===== src/rtl/cpu_datapath.sv =====
// Datapath for the 8-state RISC CPU: PC, IR, DR, AC, ALU and memory steering; state updates on the clock edge, memory-facing outputs are combinational.
// Latency: zero-cycle mem_*/opcode/zero paths, one edge for register loads. Backpressure: none, the controller strobes are obeyed unconditionally.
module cpu_datapath #(
    parameter int AWIDTH = 5,
    parameter int DWIDTH = 8
) (
    input  logic              clk,
    input  logic              rst,
    input  logic              sel,
    input  logic              rd,
    input  logic              ld_ir,
    input  logic              ld_ac,
    input  logic              ld_pc,
    input  logic [1:0]        inc_pc,
    input  logic              wr,
    input  logic              data_e,
    input  logic [DWIDTH-1:0] mem_rdata,
    output logic [AWIDTH-1:0] mem_addr,
    output logic              mem_rd,
    output logic              mem_wr,
    output logic [DWIDTH-1:0] mem_wdata,
    output logic              mem_wdata_en,
    output logic [2:0]        opcode,
    output logic              zero,
    output logic [AWIDTH-1:0] pc,
    output logic [DWIDTH-1:0] ac,
    output logic [15:0]       icount
);

    localparam logic [2:0] OP_ADD = 3'd2;
    localparam logic [2:0] OP_AND = 3'd3;
    localparam logic [2:0] OP_XOR = 3'd4;
    localparam logic [2:0] OP_LDA = 3'd5;

    logic [AWIDTH-1:0] pc_q, pc_d;
    logic [DWIDTH-1:0] ir_q, ir_d;
    logic [DWIDTH-1:0] dr_q, dr_d;
    logic [DWIDTH-1:0] ac_q, ac_d;
    logic [15:0]       icount_q, icount_d;
    logic [DWIDTH-1:0] alu_res;
    logic [AWIDTH-1:0] ir_operand;
    logic              pc_advance;

    assign ir_operand = ir_q[AWIDTH-1:0];
    assign opcode     = ir_q[DWIDTH-1:AWIDTH];

    assign mem_addr     = sel ? pc_q : ir_operand;
    assign mem_rd       = rd;
    assign mem_wr       = wr;
    assign mem_wdata    = ac_q;
    assign mem_wdata_en = data_e;

    // zero looks at the registered AC so SKZ sees the previous instruction's result.
    assign zero   = (ac_q == '0);
    assign pc     = pc_q;
    assign ac     = ac_q;
    assign icount = icount_q;

    always_comb begin
        alu_res = ac_q;
        case (opcode)
            OP_ADD:  alu_res = ac_q + dr_q;
            OP_AND:  alu_res = ac_q & dr_q;
            OP_XOR:  alu_res = ac_q ^ dr_q;
            OP_LDA:  alu_res = dr_q;
            default: alu_res = ac_q;
        endcase
    end

    always_comb begin
        ir_d = ir_q;
        if (ld_ir) begin
            ir_d = mem_rdata;
        end

        dr_d = dr_q;
        if (rd && !sel) begin
            dr_d = mem_rdata;
        end

        ac_d = ac_q;
        if (ld_ac) begin
            ac_d = alu_res;
        end
    end

    // Jump beats increment; inc_pc code 3 is reserved and holds the PC.
    always_comb begin
        pc_d       = pc_q;
        pc_advance = 1'b0;
        if (ld_pc) begin
            pc_d       = ir_operand;
            pc_advance = 1'b1;
        end else if (inc_pc == 2'd1) begin
            pc_d       = pc_q + AWIDTH'(1);
            pc_advance = 1'b1;
        end else if (inc_pc == 2'd2) begin
            pc_d       = pc_q + AWIDTH'(2);
            pc_advance = 1'b1;
        end

        icount_d = icount_q;
        if (pc_advance) begin
            icount_d = icount_q + 16'd1;
        end
    end

    always_ff @(posedge clk or negedge rst) begin
        if (!rst) begin
            pc_q     <= '0;
            ir_q     <= '0;
            dr_q     <= '0;
            ac_q     <= '0;
            icount_q <= '0;
        end else begin
            pc_q     <= pc_d;
            ir_q     <= ir_d;
            dr_q     <= dr_d;
            ac_q     <= ac_d;
            icount_q <= icount_d;
        end
    end

endmodule


===== config.mk =====
export PLATFORM = sky130hd
export DESIGN_NAME = cpu_datapath
export DESIGN_NICKNAME = d
export VERILOG_FILES = /design/src/rtl/cpu_datapath.sv
export SDC_FILE = /design/constraint.sdc
export NUM_CORES = 1
export LEC_CHECK = 0
export CELL_PAD_IN_SITES_DETAIL_PLACEMENT = 1
export CELL_PAD_IN_SITES_GLOBAL_PLACEMENT = 2
export CORE_MARGIN = 1
export CORE_UTILIZATION = 25
export CTS_BUF_LIST = sky130_fd_sc_hd__clkbuf_8
export DETAILED_ROUTE_END_ITERATION = 12
export GPL_TIMING_DRIVEN = 0
export PLACE_DENSITY_LB_ADDON = 0.1
export SLEW_MARGIN = 5
export SYNTH_ARGS = -nofsm -noshare
export SYNTH_HDL_FRONTEND = slang
export SYNTH_SLANG_ARGS = --single-unit

===== constraint.sdc =====
create_clock -name clk -period 6.2 [get_ports clk]
set_input_delay 1.24 -clock clk [delete_from_list [all_inputs] [get_ports clk]]
set_output_delay 1.24 -clock clk [all_outputs]
set_load 0.02 [all_outputs]

== After elaboration in Yosys (flattened, before gate mapping) ==
Cells that the tools add are included.
Word-level totals
  bits in registers: 45
  output and inout bits: 49
Operators by class
  $add $sub $neg: 4
  equal/unequal tests: 6
  muxes and demuxes: 8
  bitwise logic cells: 2
  reductions and logical operators: 6
Operator list (count)
  $pmux W8 S4: 1
  $mux W5: 4
  $add A16 B1 Y16 const B: 1
  $add A8 B8 Y8: 1
  $and A8 B8 Y8: 1
  $logic_not A8 Y1: 1
  $xor A8 B8 Y8: 1
  $eq A3 B2 Y1 const B: 2
  $eq A3 B3 Y1 const B: 2
  $add A5 B1 Y5 const B: 1
  $add A5 B2 Y5 const B: 1
  $reduce_bool A4 Y1: 1
  $mux W1: 3
  $reduce_bool A3 Y1: 1
  $eq A2 B1 Y1 const B: 1
  $eq A2 B2 Y1 const B: 1
  $reduce_and A2 Y1: 1
  $logic_and A1 B1 Y1: 1
  $logic_not A1 Y1: 1

== Longest topological paths before layout ==
  depth in word-level cells: 4
  mapped depth: 8
  mapped depth without buffers: 8

== Worst setup path after synthesis ==
OpenSTA, ideal clock, no wires.
  kind: input to output
  from: input sel
  to: output mem_addr[0]
  arrival: 1.605 ns
  path slack: 3.355 ns
  stages: 1
  path buffers: 0
  path through: mux2_2
Between the ends
  word-level cells in the longest chain between the ends: 1
Ends and longest elaborated chain
  from (decl): line 9  | input logic sel,
  $mux W5: line 47  | assign mem_addr = sel ? pc_q : ir_operand;
  to (decl): line 18  | output logic [AWIDTH-1:0] mem_addr,
No other way between the ends.

== Final worst setup path ==
  from: input sel
  to: output mem_addr[4]
Same word-level chain as after synthesis.

==> flow_summary.yaml <==
outcome:
  outcome: "completed"
power:
  vdd_drop_max_v: 0.0002035
  power.total_uw: 1359
  leakagePower_uw: 0.001495
  powerDensity_mw_per_mm2: 379.2
grt:
  grt_antenna_before_repair: 0
  grt.total_usage_pct: 13.48
  grt_max_degree: 33
  grt_pass1_vias: 2263
  grt_pass1_wl_um: 11650
  grt_overflow: 0
synthesis:
  avgSynthCellArea_um2: 10.34
  netlist_instances: 258
  synth_area_mm2: 0.002668
  synth_edf_count: 0
  syn-num-nets: 291
  ys.flop_type: "dfrtp_1"
  ys_types: 45
  seq_area_frac_synth_pct: 42.21
  ys_ff_latch: 45
  async_reset_ff_share_pct: 100.0
  yosysWarnings: 0
hold_path:
  min_path_type: "reg -> reg"
sta:
  hold_viol: 0
  max_freq_ghz: 0.2469
  min_period_over_period_pct: 65.33
  grt_setup_unrepaired: "false"
  finClkSkew_ns: 0.008087
  finalMaxSlewViolations: 0
  tightest_slew_ns: 0.7266
  setup_tns_ns: 0
  setup_viol: 0
  fin_crit_ns: 4.050
  timing.final.ws_setup_ns: 2.150
  max-slew-margin-rel_pct: 51.24
die:
  initial_core_util_pct: 25.84
  rows: 37
  die_x_um: 105.3
  coreArea_mm2: 0.01032
  io_pins: 68
  die-area_mm2: 0.01109
  die_h_um: 105.3
cts:
  post_cts_buffers: 0
  clockBufferDepth: 2
  hold_buffers: 0
  path_clk_slew_ns: 0.09
  cts_tree: "built"
  cts.sinks: 45
  clk_latency_ns: 0.31
  cts-root-buf: "clkbuf_8"
  cts_htree_levels: 2
  ctsResizeCount: 0
  cts_buffers: 5
setup_path:
  crit_top_cell: "clkdlybuf4s50_1"
  crit_chain: "clkdlybuf4s50_1, mux2_2, clkdlybuf4s50_1"
  critical_path_required_ns: 4.96
  worstPathArrival_ns: 2.81
  cp-end-kind: "output pin"
  crit_type: "in -> out"
  slowest_stage: "clkdlybuf4s50_1"
  cp_slowest_stage_delay_ns: 0.65
  crit_path_start_kind: "primary input"
  crit_path_max_fanout: 6
route:
  drc: 0
  viasPerCell: 4.612
  drt.antenna.violating_nets: 0
  drtIter0Drc: 40
  num_vias: 2149
  drtPass1Iterations: 3
  wl_per_cell_um: 14.86
  finalWirelength_um: 6923
place:
  hpwl_um: 5308
  gp_congestion: 0.7234
  place_ws_ns: 2.148
  io_buffers: 63
  dpl_cell_area_mm2: 0.003483
final_layout:
  final_core_util_pct: 34.71
  final_cell_area_mm2: 0.003583
  antennaDiodeCount: 0
  drive_gt1_share_pct: 17.27
  fin_nets: 362
  num-fill-cells: 1188
  mostFrequentLayoutCell: "clkdlybuf4s50_1"
  final_cell_mix: "62 x clkdlybuf4s50_1, 45 x dfrtp_1, 26 x mux2_2"
  area_delta_synth_final_pct: 34.33
flow_run:
  drv_cap: 0
## worst max-delay path: cells and delay by family
| family | cells | cell delay, ns |
|---|---|---|
| multiplexers | 1 | 0.38 |
| buffers and inverters | 2 | 1.19 |
## report_power, final
part           internal (uW)  switching, uW
registers                362           88.3
logic                    366            334
clock network           92.8            116
total                    820            539
## synthesized netlist by cell type (all sizes together) (2+ instances only)
library cell,count,share of area (%)
nor3b,2,0.56
mux2,26,11
nor2b,8,2.2
xor2,6,2.0
mux2i,2,0.75
buf,18,4.8
and3,5,1.2
clkbuf,5,0.80
o22a,2,0.66
o221ai,3,0.99
or4,2,0.56
nand3,6,1.1
a211oi,4,1.1
o21a,3,0.84
nand4,3,0.70
a21oi,10,1.9
nand2b,3,0.70
xnor2,17,5.6
ha,13,6.1
inv,6,0.84
o21ai,19,3.6
nor2,11,1.5
dfrtp,45,42
nand2,22,3.1
## stage by stage
stage               instances  hold slack [ns]
finish                    466           0.4798
global route              466           0.4967
CTS                       466           0.4875
detailed placement        458           0.4699
global placement          457           0.4620
floorplan                 258           0.4667
## metal layers
metal | track usage [%] | wire length, um | vias up
li1 | - | - | 1042
met1 | 17.83 | 3362 | 1055
met2 | 22.09 | 3232 | 44
met3 | 2.845 | 245 | 8
met4 | 3.924 | 82 | 0
met5 | 0 | 0 | -
## logic make-up (layout without fill, tap and decap cells)
logic type	count (synthesis)	in the layout	synth area share (%)
compound gates	52	52	12.38
xor+xnor	23	23	7.551
fa+ha+maj	14	14	6.848
buf+inv	29	101	6.426
flops	45	45	42.21
mux	28	28	11.73
simple gates	67	67	12.85
## worst paths after layout
path | startpoint | end | slack [ns] | cells past startpoint
worst max-delay path | sel | mem_addr[4] | 2.15 | 3
worst min-delay path | icount[15] | icount[15] | 0.48 | 1
worst max register to register | ac[0] | ac[6] | 3.99 | 8
worst min register to register | icount[15] | icount[15] | 0.48 | 1
max in group asynchronous | rst | dr_q[5] | 4.85 | 2
min in group asynchronous | rst | ac[3] | 0.84 | 1
## cell type report
type / instances / area, um2 / area share (%)
clock inverters: 2 / 17.52 / 0.4888
inverters: 6 / 22.52 / 0.6285
repair buffers: 64 / 645.6 / 18.02
flip-flops and latches: 45 / 1126 / 31.42
plain buffers: 23 / 148.9 / 4.155
well taps: 136 / 170.2 / 4.749
multi-input cells: 184 / 1370 / 38.23
clock buffers: 6 / 82.58 / 2.304
## registers in the layout, summed over array words and instances (netlist names)
| register | cells |
|---|---|
| pc | 5 |
| dr_q | 8 |
| ir_q | 8 |
| icount | 16 |
| ac | 8 |
Power figures use the tool's default switching activity.
